### config.mk
export PLATFORM = sky130hd
export DESIGN_NAME = serial_adder_flat
export DESIGN_NICKNAME = d
export VERILOG_FILES = /design/src/rtl/serial_adder_pkg.sv /design/src/rtl/serial_adder_if.sv /design/src/rtl/serial_adder_str.sv /design/src/rtl/serial_adder.sv /design/src/flat_wrapper.sv
export SDC_FILE = /design/constraint.sdc
export NUM_CORES = 1
export LEC_CHECK = 0
export CAP_MARGIN = 15
export CORE_MARGIN = 4
export CORE_UTILIZATION = 43
export DETAILED_ROUTE_END_ITERATION = 12
export DONT_BUFFER_PORTS = 1
export GPL_TIMING_DRIVEN = 0
export PLACE_DENSITY = 0.72
export SYNTH_ARGS = -nofsm -noshare
export SYNTH_HDL_FRONTEND = slang
export SYNTH_SLANG_ARGS = --single-unit
### constraint.sdc
create_clock -name clk -period 1.1 [get_ports clk]
set_input_delay 0.22 -clock clk [delete_from_list [all_inputs] [get_ports clk]]
set_output_delay 0.22 -clock clk [all_outputs]
set_load 0.05 [all_outputs]
### src/rtl/serial_adder_pkg.sv
// serial_adder_pkg: shared types and limits for the bit-serial adder.
// Holds the FSM state encoding and the maximum supported operand width.
package serial_adder_pkg;

    localparam int MAX_WIDTH = 32;

    typedef enum logic [1:0] {
        IDLE  = 2'd0,
        SHIFT = 2'd1,
        DONE  = 2'd2
    } state_t;

endpackage

### src/rtl/serial_adder_if.sv
// serial_adder_if: request/result bundle of the bit-serial adder.
// master drives start/a_in/b_in/cin; slave returns busy/done/sum/cout.
interface serial_adder_if #(
    parameter int WIDTH = 8
);

    logic             start;
    logic [WIDTH-1:0] a_in;
    logic [WIDTH-1:0] b_in;
    logic             cin;
    logic             busy;
    logic             done;
    logic [WIDTH-1:0] sum;
    logic             cout;

    modport master (
        output start, a_in, b_in, cin,
        input  busy, done, sum, cout
    );

    modport slave (
        input  start, a_in, b_in, cin,
        output busy, done, sum, cout
    );

endinterface

### src/rtl/serial_adder_str.sv
// str: one-bit full-adder cell shared across the datapath.
// Ports: a, b, c (carry in) -> s (sum bit), co (carry out).
module str (
    input  logic a,
    input  logic b,
    input  logic c,
    output logic s,
    output logic co
);

    assign s  = a ^ b ^ c;
    assign co = (a & b) | (a & c) | (b & c);

endmodule

### src/rtl/serial_adder.sv
// serial_adder: LSB-first bit-serial adder, one bit per clock via str.
// Ports: clk, rst (sync, active-high), bus (slave: start/a_in/b_in/cin in,
// busy/done/sum/cout out). {cout,sum} = a_in + b_in + cin after WIDTH cycles.
module serial_adder
    import serial_adder_pkg::*;
#(
    parameter int WIDTH = 8
) (
    input  logic           clk,
    input  logic           rst,
    serial_adder_if.slave  bus
);

    localparam int CW = $clog2(WIDTH + 1);
    localparam logic [CW-1:0] LAST = CW'(WIDTH - 1);

    if (WIDTH < 2 || WIDTH > MAX_WIDTH) begin : g_bad_width
        $error("serial_adder: WIDTH must be within 2..MAX_WIDTH");
    end

    state_t           state_q;
    state_t           state_d;
    logic [WIDTH-1:0] a_q;
    logic [WIDTH-1:0] b_q;
    logic [WIDTH-1:0] acc_q;
    logic [WIDTH-1:0] acc_d;
    logic [WIDTH-1:0] sum_q;
    logic             carry_q;
    logic             cout_q;
    logic [CW-1:0]    cnt_q;
    logic             s;
    logic             co;
    logic             accept;
    logic             last;

    str u_fa (
        .a  (a_q[0]),
        .b  (b_q[0]),
        .c  (carry_q),
        .s  (s),
        .co (co)
    );

    // start is only honoured when no operation is in flight
    assign accept = bus.start && (state_q == IDLE || state_q == DONE);
    assign last   = (state_q == SHIFT) && (cnt_q == LAST);
    // new sum bit enters at the MSB so the LSB lands at bit 0 after WIDTH shifts
    assign acc_d  = {s, acc_q[WIDTH-1:1]};

    always_ff @(posedge clk) begin
        if (rst) begin
            state_q <= IDLE;
        end else begin
            state_q <= state_d;
        end
    end

    always_comb begin
        state_d = state_q;
        unique case (state_q)
            IDLE:    if (bus.start) state_d = SHIFT;
            SHIFT:   if (last) state_d = DONE;
            DONE:    state_d = bus.start ? SHIFT : IDLE;
            default: state_d = IDLE;
        endcase
    end

    always_comb begin
        bus.busy = (state_q == SHIFT);
        bus.done = (state_q == DONE);
        bus.sum  = sum_q;
        bus.cout = cout_q;
    end

    always_ff @(posedge clk) begin
        if (rst) begin
            a_q     <= '0;
            b_q     <= '0;
            acc_q   <= '0;
            sum_q   <= '0;
            carry_q <= 1'b0;
            cout_q  <= 1'b0;
            cnt_q   <= '0;
        end else if (accept) begin
            a_q     <= bus.a_in;
            b_q     <= bus.b_in;
            carry_q <= bus.cin;
            acc_q   <= '0;
            cnt_q   <= '0;
        end else if (state_q == SHIFT) begin
            a_q     <= a_q >> 1;
            b_q     <= b_q >> 1;
            acc_q   <= acc_d;
            carry_q <= co;
            cnt_q   <= cnt_q + CW'(1);
            if (last) begin
                sum_q  <= acc_d;
                cout_q <= co;
            end
        end
    end

endmodule
### src/flat_wrapper.sv
// flat-port wrapper written by rule: the top's interface ports become plain ports
module serial_adder_flat import serial_adder_pkg::*;
#(
    parameter int WIDTH = 8
)
  (clk, rst, bus_start, bus_a_in, bus_b_in, bus_cin, bus_busy, bus_done, bus_sum, bus_cout);
  serial_adder_if #(.WIDTH(WIDTH)) bus_i ();
  input  logic clk;
  input  logic rst;
  input wire logic [$bits(bus_i.start)-1:0] bus_start;
  input wire logic [$bits(bus_i.a_in)-1:0] bus_a_in;
  input wire logic [$bits(bus_i.b_in)-1:0] bus_b_in;
  input wire logic [$bits(bus_i.cin)-1:0] bus_cin;
  output wire logic [$bits(bus_i.busy)-1:0] bus_busy;
  output wire logic [$bits(bus_i.done)-1:0] bus_done;
  output wire logic [$bits(bus_i.sum)-1:0] bus_sum;
  output wire logic [$bits(bus_i.cout)-1:0] bus_cout;
  assign bus_i.start = bus_start;
  assign bus_i.a_in = bus_a_in;
  assign bus_i.b_in = bus_b_in;
  assign bus_i.cin = bus_cin;
  assign bus_busy = bus_i.busy;
  assign bus_done = bus_i.done;
  assign bus_sum = bus_i.sum;
  assign bus_cout = bus_i.cout;
  serial_adder #(.WIDTH(WIDTH)) u_core (.clk(clk), .rst(rst), .bus(bus_i));
endmodule
Word-level counts from Yosys, hierarchy flattened

Cells that the tools add are included.

Register bits: 40
Latch bits: 0
Memory bits (writable): 0
Bits in read-only memories: 0
Bits of input ports: 20
Output and inout port bits: 11
Word-level logic and storage cells: 40
Memories kept: 0

Add/sub/neg operators: 1
Multiply operators: 0
Divide/modulo/power cells: 0
Order comparisons: 0
Equal/unequal tests: 5
Shift operators: 0
Mux-type cells: 10
Bitwise logic cells: 8
Reduce and logical (&&, ||, !) cells: 8

Operators with widths:

| kind                                                                    | number |
|---|---|
| 8-bit 2-to-1 mux                                                        | 4 |
| 2-bit one-hot mux with 3 select lines                                   | 1 |
| 4-bit by 1-bit adder with 4-bit output, second input constant           | 1 |
| 4-bit by 3-bit == test with 1-bit output, second input constant         | 1 |
| 2-bit 2-to-1 mux                                                        | 2 |
| 1-bit bitwise AND                                                       | 3 |
| 1-bit 2-to-1 mux                                                        | 3 |
| 3-bit AND reduction                                                     | 1 |
| 2-bit by 1-bit == test with 1-bit output, second input constant         | 1 |
| 2-bit == test, second input constant                                    | 1 |
| 1-bit logical AND                                                       | 2 |
| 2-bit logical NOT                                                       | 1 |
| 2-bit by 1-bit inequality test with 1-bit output, second input constant | 1 |
| 2-bit inequality test, second input constant                            | 1 |
| 1-bit bitwise OR                                                        | 2 |
| 2-bit AND reduction                                                     | 1 |
| 2-bit nonzero test                                                      | 1 |
| 2-bit OR reduction                                                      | 1 |
| 1-bit XOR                                                               | 2 |
| 1-bit logical OR                                                        | 1 |
| 1-bit inverter                                                          | 1 |

Longest topological paths before layout

Gate-level depths: netlist (run 1).

Depth after elaboration: 5
Gate-level depth with buffers: 5
Depth with buffers taken out: 4

Modules after synthesis

From an unflattened synthesis (run 1), not the netlist that was laid out.

Cells, all modules: 180
Area total of the unflattened synthesis: 1551.5 µm²

Modules (own cells, without submodules):

| module       | times used | cells each | area an instance (µm²) | sequential area each (µm²) |
|---|---|---|---|---|
| serial_adder | 1          | 179        | 1531.5                 | 780.7 |
| str          | 1          | 1          | 20.0                   | 0.0 |

Worst setup path before layout (run 1)

No wires, ideal clock.

Path kind: register to output
From: reg u_core.state_q[0]
To: out bus_done
Data arrival time: 1.030 ns
Setup slack: -0.150 ns
Stages on the path, launching flop included: 2
Cells stage by stage: dfxtp_1 -> nor2b_1

Cells in the longest elaborated chain, start to end: 1

RTL lines:

| item                   | RTL line           | text |
|---|---|---|
| from (decl)            | serial_adder.sv:21 | `state_t state_q;` |
| from (signal assigned) | serial_adder.sv:54 | `state_q <= state_d;` |
| 2-bit == test          | serial_adder.sv:70 | `bus.done = (state_q == DONE);` |
| to (decl)              | flat_wrapper.sv:15 | `output wire logic [$bits(bus_i.done)-1:0] bus_done;` |

Every way passes these cells.

Worst setup path in the final report (run 1)

From: reg u_core.state_q[1]
To: out bus_busy

Cells in the longest elaborated chain, start to end: 1

RTL lines:

| item                                     | RTL line           | text |
|---|---|---|
| 2-bit by 1-bit == test with 1-bit output | serial_adder.sv:69 | `bus.busy = (state_q == SHIFT);` |
| to (decl)                                | flat_wrapper.sv:14 | `output wire logic [$bits(bus_i.busy)-1:0] bus_busy;` |

Every way passes these cells.

==> results of run 1 <==
[path summary, 6_finish.rpt]
check / startpoint / endpoint / slack (ns)
min: bus_a_in[7] / u_core.a_q[7] / 0.07
max: u_core.state_q[1] / bus_busy / -0.11
max reg2reg: u_core.state_q[1] / u_core.state_q[0] / -0.10
min reg2reg: u_core.acc_q[1] / u_core.acc_q[1] / 0.46
[synthesized netlist by cell type (2+ instances only)]
master,instances
a21oi_1,27
a22oi_1,15
buf_2,4
buf_4,5
buf_6,3
dfxtp_1,39
mux2i_1,9
nand2_1,37
nand3_1,18
nand3b_1,2
nor2_1,3
nor2b_1,2
[stage by stage]
step	TNS, ns	utilization	area [µm²]	total power, mW
final	-1.474	0.6081	2093	2.823
after floorplan	-0.5423	-	1608	1.747
after CTS	-1.670	0.5663	1949	2.749
after global placement	-3.147	0.4838	1665	1.796
after global routing	-3.970	0.6081	2093	2.946
after detailed placement	-4.313	0.4838	1665	1.810
[timing repair]
item / CTS / global route
setup endpoints to repair: 46 / 40
gates cloned: 2 / 1
buffers inserted: 7 / 10
gates resized for setup: 38 / 16
pin swaps: 9 / 10
[worst max-delay path, delay by kind of cell, from the launching register on]
family | cells | cell delay (ns)
flops | 1 | 0.33
simple gates | 1 | 0.15
buf+inv | 2 | 0.22
[cells by family (layout without fill, tap and decap cells)]
family | Yosys count | count (layout)
AOI/OAI and AO/OA | 43 | 43
adders and majority gates | 2 | 2
xor gates and xnor gates | 2 | 2
buffers and inverters | 15 | 40
and+or+nand+nor | 67 | 68
DFF | 39 | 39
muxes | 9 | 9
[routing by layer]
layer	global-route usage	part of all wire	vias to the layer above	wire length, µm
met5	0	0	-	0
met4	0.02920	0.0094	0	37
met3	0.07455	0.066	4	258
met2	0.3218	0.53	40	2085
met1	0.1948	0.39	644	1543
li1	-	-	668	-
[area by class of cell]
type	count	area, µm²	area share
buffer	13	135.1	0.06455
clock buffer	6	72.57	0.03467
inverter	2	10.01	0.004782
multi-input combinational	124	834.6	0.3987
sequential	39	804.5	0.3843
tap	46	57.56	0.02750
timing repair buffer	19	178.9	0.08548
[report_power, final]
group	internal, mW	leakage [nW]	switching [mW]
Sequential	1.46	0.325	0.0435
Clock	0.422	0.0371	0.454
Combinational	0.216	0.373	0.224
Total	2.10	0.735	0.722
[registers in the layout (all words and copies together) (netlist names)]
name	flops
u_core.carry_q	1
u_core.bus.sum	8
u_core.bus.cout	1
u_core.state_q	2
u_core.b_q	8
u_core.acc_q	7
u_core.cnt_q	4
u_core.a_q	8
==> metrics.txt, run 1 <==
CTS root buf clkbuf_8; CP endpoint kind output port; adder-cell area share of the yosys netlist 0.02046; Post-Route WL 3.925 mm; initial drt markers 46; largest net degree at the start of global routing 12; Area growth syn-to-layout 31.63%; crit-path max FO 5; DR WL/cell 15.76 µm; Max Clk Rate 0.8241 GHz; RSZ-0062 raised after global routing yes; period utilization 1.103; top cells by area, synth dfxtp_1 49%, nand2_1 8.7%, a21oi_1 8.5%; max incr delay on CP 0.33 ns; Die W 68.82 µm; post-synthesis simple-gate area fraction 0.1975; Synth Area in XOR/XNOR 0.01101; Crit Path Class reg -> out; slew margin rel. 0.7339; port buffer count 0; commonest non-fill, non-tap cell in the layout nand2_1; Final setup viols 34; DP HPWL 2.395 mm; P per Cell Area 1349 nW/µm²; total gr overflow 0; sequential element share of the synthesized area 0.4910; status finished, violations left; clock latency on the worst-skew pair 0.29 ns; GRT Overall Usage 0.1774; CP required 0.88 ns; core area 3442 µm²; Synth area leader dfxtp_1; Die Height 68.82 µm; Cell Rows 21; CTS max path bufs 2; final hold viol count 0; Initial Utilization 0.4620; Vias 1,356; fin. max-slew vios 0; R2R depth 6; Tmin final 1.213 ns; Crit-path slowest cell dfxtp_2; max cap viols 0; commonest cells after routing, fill and taps aside 36 x nand2_1, 24 x a21oi_1, 24 x dfxtp_1; Setup Skew 0.003827 ns; GPL Wtd Cong 0.7565; io pins 31; Hold Path Depth 2; # hold bufs at CTS 0; post-synthesis mux area share 0.05665; Nets 226; top-area cell type share of the netlist area 0.4910; failing checks setup timing; peak supply drop 0.9341 mV; ys async rst share 0; critical path startpoint category register; vias in the first global route 1,335; Ys Warns 0; Cell Chain, Critical Path nand2b_4 -> inv_4 -> buf_12; final hold slack 0.07053 ns; arrival time at the worst endpoint 0.99 ns; clock buffer count from CTS 5; H-tree Lvls 2; synthesized cell area 1590 µm²; largest family of logic cells by synthesized area simple AND/OR/NAND/NOR gates; Synth Net Count 199; Synth Register Bits 39; Least-Margin Pin Slew 0.3991 ns; Detail Route Antenna Nets 0; Non-Filler Instances 249; Avg Synthesized Cell Area 8.985 µm²; placed cell count 223; initial antenna violation count 0; DRT Pass-1 Iters 4; HP Class in -> reg; Leak Pwr 0.7353 nW; ys flop type dfxtp_1; post-route DRC violation count 0; final setup margin -0.1135 ns; vias per std cell 5.446; Placement Setup Slack -0.2061 ns; EDFF count, synth 0; ant diodes 0; clock-pin slew on the worst setup and hold paths 0.07 ns; layout cells sized above 1 0.3744; CTS tree done; fill count 300; post-synthesis instance total 177; Netlist cell types 25; Compound-Gate Fraction of Synth Area 0.1589; CTS sink count 39; Die Area 4736 µm²; first-pass GRT wire length 6.189 mm
No activity file was read; power rests on OpenSTA's default activity.
==> run 2, diff against run 1 <==
Settings changed: SYNTH_HIERARCHICAL from default to 1.
==> metrics.txt, run 2 <==
Final setup viols 37 (+8.8%); slew margin rel. 0.5627 (-0.1713); min-delay src bus_cin; WP buf/inv 0 (-2); post-synthesis instance total 180 (+1.7%); reg2reg start u_core/cnt_q[1]; top-area cell type share of the netlist area 0.5032 (+0.01227); Post-Route WL 4.342 mm (+11%); Die Area 4633 µm² (-2.2%); R2R depth 5 (-1); Worst R2R Setup Slack -0.19 ns (-0.09 ns); layout cells sized above 1 0.5122 (+0.1378); clock latency on the worst-skew pair 0.33 ns (+0.04 ns); Least-Margin Pin Slew 0.6560 ns (+0.2569 ns); CTS max path bufs 2 (unchanged); Setup Skew 0.005249 ns (+0.001421 ns); final hold viol count 0 (unchanged); Leak Pwr 0.8057 nW (+9.6%); GRT Overall Usage 0.1860 (+0.008542); Synth area leader dfxtp_1; max incr delay on CP 0.39 ns (+0.06 ns); total gr overflow 0 (unchanged); Reg area 817.0 µm² (+1.6%); Synth Net Count 202 (+1.5%); Ys Warns 6 (+6); critical path startpoint category register; Detail Route Antenna Nets 0 (unchanged); vias in the first global route 1,362 (+2.0%); Crit path depth 1 (-2); synthesized cell area 1551 µm² (-2.4%); commonest cells in the netlist 44 x nand2_1, 39 x dfxtp_1, 18 x nor3_1; first-pass GRT wire length 6.368 mm (+2.9%); Worst Hold Endpoint u_core/carry_q; CTS root buf clkbuf_4; Die Height 68.07 µm (-1.1%); fill count 285 (-5.0%); Vias 1,407 (+3.8%); final hold slack 0.05361 ns (-0.01691 ns); ys async rst share 0 (unchanged); Nets 226 (unchanged); Netlist cell types 27 (+8.0%); Crit Path Class reg -> out; Tmin final 1.294 ns (+0.08098 ns); period utilization 1.177 (+0.07361); largest net degree at the start of global routing 12 (unchanged); failing checks setup timing; Die W 68.07 µm (-1.1%); arrival time at the worst endpoint 1.07 ns (+0.08 ns); dominant cell by count in the synthesized netlist nand2_1; Synth Register Bits 39 (unchanged); Area growth syn-to-layout 49.27%; post-route DRC violation count 0 (unchanged); Initial Utilization 0.4542 (-0.007801); commonest cells after routing, fill and taps aside 32 x nand2_1, 24 x dfxtp_1, 11 x a21oi_2; GPL Wtd Cong 0.7985 (+5.6%); CP required 0.88 ns (about the same); Setup TNS -3.590 ns (-2.116 ns); Crit-path slowest cell dfxtp_4; RSZ-0062 raised after global routing yes; vias per std cell 5.606 (+2.9%); Cell Chain, Critical Path and2b_4; CP startpoint u_core/state_q[0]; initial drt markers 55 (+20%); clock-pin slew on the worst setup and hold paths 0.11 ns (+0.04 ns); sequential element share of the synthesized area 0.5032 (+0.01227); H-tree Lvls 2 (unchanged); ant diodes 0 (unchanged); crit-path max FO 5 (unchanged); commonest non-fill, non-tap cell in the layout nand2_1; HP Class in -> reg; DP HPWL 2.464 mm (+2.9%); top cells by area, synth dfxtp_1 50%, nand2_1 11%, mux2i_1 6.5%; EDFF count, synth 0 (unchanged); peak supply drop 0.8843 mV (-5.3%); Avg Synthesized Cell Area 8.619 µm² (-4.1%); fin. max-slew vios 0 (unchanged); io pins 31 (unchanged); Multi-input gate area 991.0 µm² (+19%); initial antenna violation count 0 (unchanged); Cell Rows 21 (unchanged); P per Cell Area 1277 nW/µm² (-5.3%); final setup margin -0.1944 ns (-0.08098 ns); delay-heaviest family, CP flip-flops; Max Clk Rate 0.7725 GHz (-6.3%); max cap viols 0 (unchanged); port buffer count 0 (unchanged); CP endpoint kind output port; DR WL/cell 17.30 µm (+9.7%); DRT Pass-1 Iters 4 (unchanged); status finished, violations left; CTS sink count 39 (unchanged); worst reg2reg path endpoint u_core/bus.sum[3]; Hold Path Depth 2 (unchanged); core area 3416 µm² (-0.76%); CTS tree done; ys flop type dfxtp_1; clock buffer count from CTS 5 (unchanged)
==> run 2: cell count changes after synthesis, moves of 4 or more <==
cell	previous run	this run
a31oi_1	0	4
nand3_1	18	5
buf_4	5	1
nor3_1	1	18
o22ai_1	0	8
a22oi_1	15	3
o21ai_0	1	5
a21oi_1	27	14
nand2_1	37	44
buf_2	4	8
==> run 2: how the worst max path moves through the flow <==
stage | slack [ns] | to
floorplan | -0.07 | u_core/bus.cout
global placement | -0.19 | u_core/bus.cout
detailed placement | -0.25 | u_core/bus.sum[3]
CTS | -0.19 | bus_done
global route | -0.25 | u_core/bus.sum[2]
finish | -0.19 | bus_done
==> run 2: per-layer routing <==
metal / vias to the layer above / track usage / part of all wire
li1: 671 / - / -
met1: 678 / 0.2263 / 0.40
met2: 48 / 0.3093 / 0.50
met3: 10 / 0.07553 / 0.071
met4: 0 / 0.03722 / 0.023
met5: - / 0 / 0
==> run 2: logic make-up after synthesis <==
| logic type | synth area share |
|---|---|
| muxes | 0.06452 |
| and+or+nand+nor | 0.2258 |
| xor gates and xnor gates | 0.01129 |
| buffers and inverters | 0.05000 |
| DFF | 0.5032 |
| AOI/OAI and AO/OA | 0.1242 |
| adders and majority gates | 0.02097 |
==> run 2: cell type report <==
type	instances	share of cell area
clock buffer	8	0.02971
timing repair buffer	17	0.09400
tap	46	0.02485
sequential	39	0.3528
multi-input combinational	126	0.4279
buffer	13	0.06213
inverter	2	0.008644
==> run 2: timing repair <==
item	CTS	global route
setup endpoints to repair	48	43
buffers inserted	9	4
gates resized for setup	45	77
pin swaps	8	23
hold buffers	0	1
hold endpoints to repair	0	1
gates cloned	3	0
==> run 2: per-stage QoR <==
stage	area (µm²)	std cells	setup slack, ns	utilization	power (mW)
2_1_floorplan	1579	180	-0.06973	-	1.786
3_3_place_gp	1637	226	-0.1937	0.4791	1.850
3_5_place_dp	1637	226	-0.2523	0.4791	1.861
4_1_cts	1972	246	-0.1869	0.5773	2.794
5_1_grt	2316	251	-0.2534	0.6780	3.091
6_report	2316	251	-0.1944	0.6780	2.958
==> run 2: report_power, final <==
part / internal [mW] / switching, mW / leakage [nW] / total (mW)
Combinational: 0.297 / 0.303 / 0.440 / 0.600
Sequential: 1.47 / 0.0611 / 0.327 / 1.53
Clock: 0.377 / 0.453 / 0.0386 / 0.829
Total: 2.14 / 0.816 / 0.806 / 2.96
==> run 3, diff against run 2 <==
Settings changed: CAP_MARGIN 15 to 5, PLACE_DENSITY 0.72 to 0.7.
Clock period 1.1 ns to 1.4 ns, I/O delays scaled along.
==> metrics.txt, run 3 (synthesis results as in run 2) <==
status complete, no violations; Cell Rows 21 (unchanged); Least-Margin Pin Slew 0.5133 ns (-0.1427 ns); max cap viols 0 (unchanged); Max Clk Rate 0.7261 GHz; H-tree Lvls 2 (unchanged); RSZ-0062 raised after global routing yes; DP HPWL 2.515 mm (+2.1%); Setup Skew 0.006739 ns (+0.001490 ns); final hold slack 0.06954 ns (+0.01592 ns); Final setup viols 0 (-100%); Setup TNS 0 ns (+3.590 ns); CP required 1.12 ns (+0.24 ns); CTS max path bufs 2 (unchanged); largest net degree at the start of global routing 12 (unchanged); placed cell count 226 (unchanged); ant diodes 0 (unchanged); critical path startpoint category register; layout cells sized above 1 0.1316 (-0.3806); Die Height 68.07 µm (unchanged); CTS tree done; initial drt markers 96 (+75%); crit-path max FO 10 (+5); Vias 1,268 (-9.9%); CTS root buf clkbuf_4; arrival time at the worst endpoint 1.10 ns (+0.03 ns); initial antenna violation count 0 (unchanged); P per Cell Area 1156 nW/µm² (-9.5%); Final Core Density 0.5040 (-0.1740); commonest non-fill, non-tap cell in the layout nand2_1; CP startpoint u_core/state_q[1]; Crit Path Class reg -> out; total power 1.991 mW (-33%); Area growth syn-to-layout 10.97%; post-route DRC violation count 0 (unchanged); io pins 31 (unchanged); fin. max-slew vios 0 (unchanged); period utilization 0.9838; total gr overflow 0 (unchanged); CTS sink count 39 (unchanged); Detail Route Antenna Nets 0 (unchanged); peak supply drop 0.5976 mV (-32%); Tmin final 1.377 ns; Post-Route WL 3.449 mm (-21%); core area 3416 µm² (unchanged); commonest cells after routing, fill and taps aside 44 x nand2_1, 37 x dfxtp_1, 18 x nor3_1; vias per std cell 5.373 (-4.2%); Non-Filler Instances 236 (-6.0%); min-delay src bus_a_in[7]; first-pass GRT wire length 5.678 mm (-11%); Die Area 4633 µm² (unchanged); Leak Pwr 0.5871 nW (-27%); DRT Pass-1 Iters 4 (unchanged); HP Class in -> reg; clock latency on the worst-skew pair 0.34 ns (about the same); CP endpoint kind output port; slew margin rel. 0.6573 (+0.09466); Die W 68.07 µm (unchanged); reg2reg start u_core/cnt_q[0]; vias in the first global route 1,281 (-5.9%); final hold viol count 0 (unchanged); GPL Wtd Cong 0.7958 (-0.34%); port buffer count 0 (unchanged); GRT Overall Usage 0.1662 (-0.01974); Initial Utilization 0.4542 (unchanged); clock-pin slew on the worst setup and hold paths 0.11 ns (about the same); Nets 211 (-6.6%); clock buffer count from CTS 5 (unchanged); DR WL/cell 14.61 µm (-16%)
[run 3: per-stage QoR]
stage | cell area (µm²) | setup WS (ns)
after floorplan | 1551 | 0.1809
after global placement | 1609 | 0.03979
after detailed placement | 1609 | -0.01027
after CTS | 1705 | 0.002827
after global routing | 1722 | -0.03258
final | 1722 | 0.02269
[run 3: worst max-delay path, stage by stage, from the launching register on]
cell and delay, ns:
dfxtp_2 0.34, nand2b_4 0.16, inv_8 0.09, buf_12 0.16
[run 3: per-layer routing]
metal,up-vias,global-route usage,wire length (µm)
met5,-,0,0
met4,0,0.05955,34
met3,5,0.07061,326
met2,44,0.2816,1636
met1,585,0.1850,1451
li1,634,-,-
[run 3: repair_timing]
action | CTS | global route
resized for setup | 9 | 4
setup buffers | 1 | 1
pin swaps | 1 | 0
setup endpoints to repair | 13 | 7
hold buffers | 0 | 0
[run 3: worst paths after layout]
path / endpoint / slack (ns) / cells past startpoint
max reg2reg: u_core/bus.sum[3] / 0.10 / 5
min: u_core/a_q[7] / 0.07 / 2
min reg2reg: u_core/acc_q[1] / 0.47 / 2
max: bus_busy / 0.02 / 3
[run 3: layout make-up]
cell class	instances	area (µm²)
Multi-Input combinational cell	126	701.9
Clock inverter	1	5.005
Tap cell	46	57.56
Fill cell	338	1694
Timing Repair Buffer	2	27.53
Inverter	2	15.01
Sequential cell	39	783.3
Buffer	13	86.33
Clock buffer	7	45.04
[run 3: report_power, final]
part | total (mW) | switching (mW) | internal, mW
logic | 0.251 | 0.155 | 0.0961
clock network | 0.545 | 0.349 | 0.196
registers | 1.19 | 0.0340 | 1.16
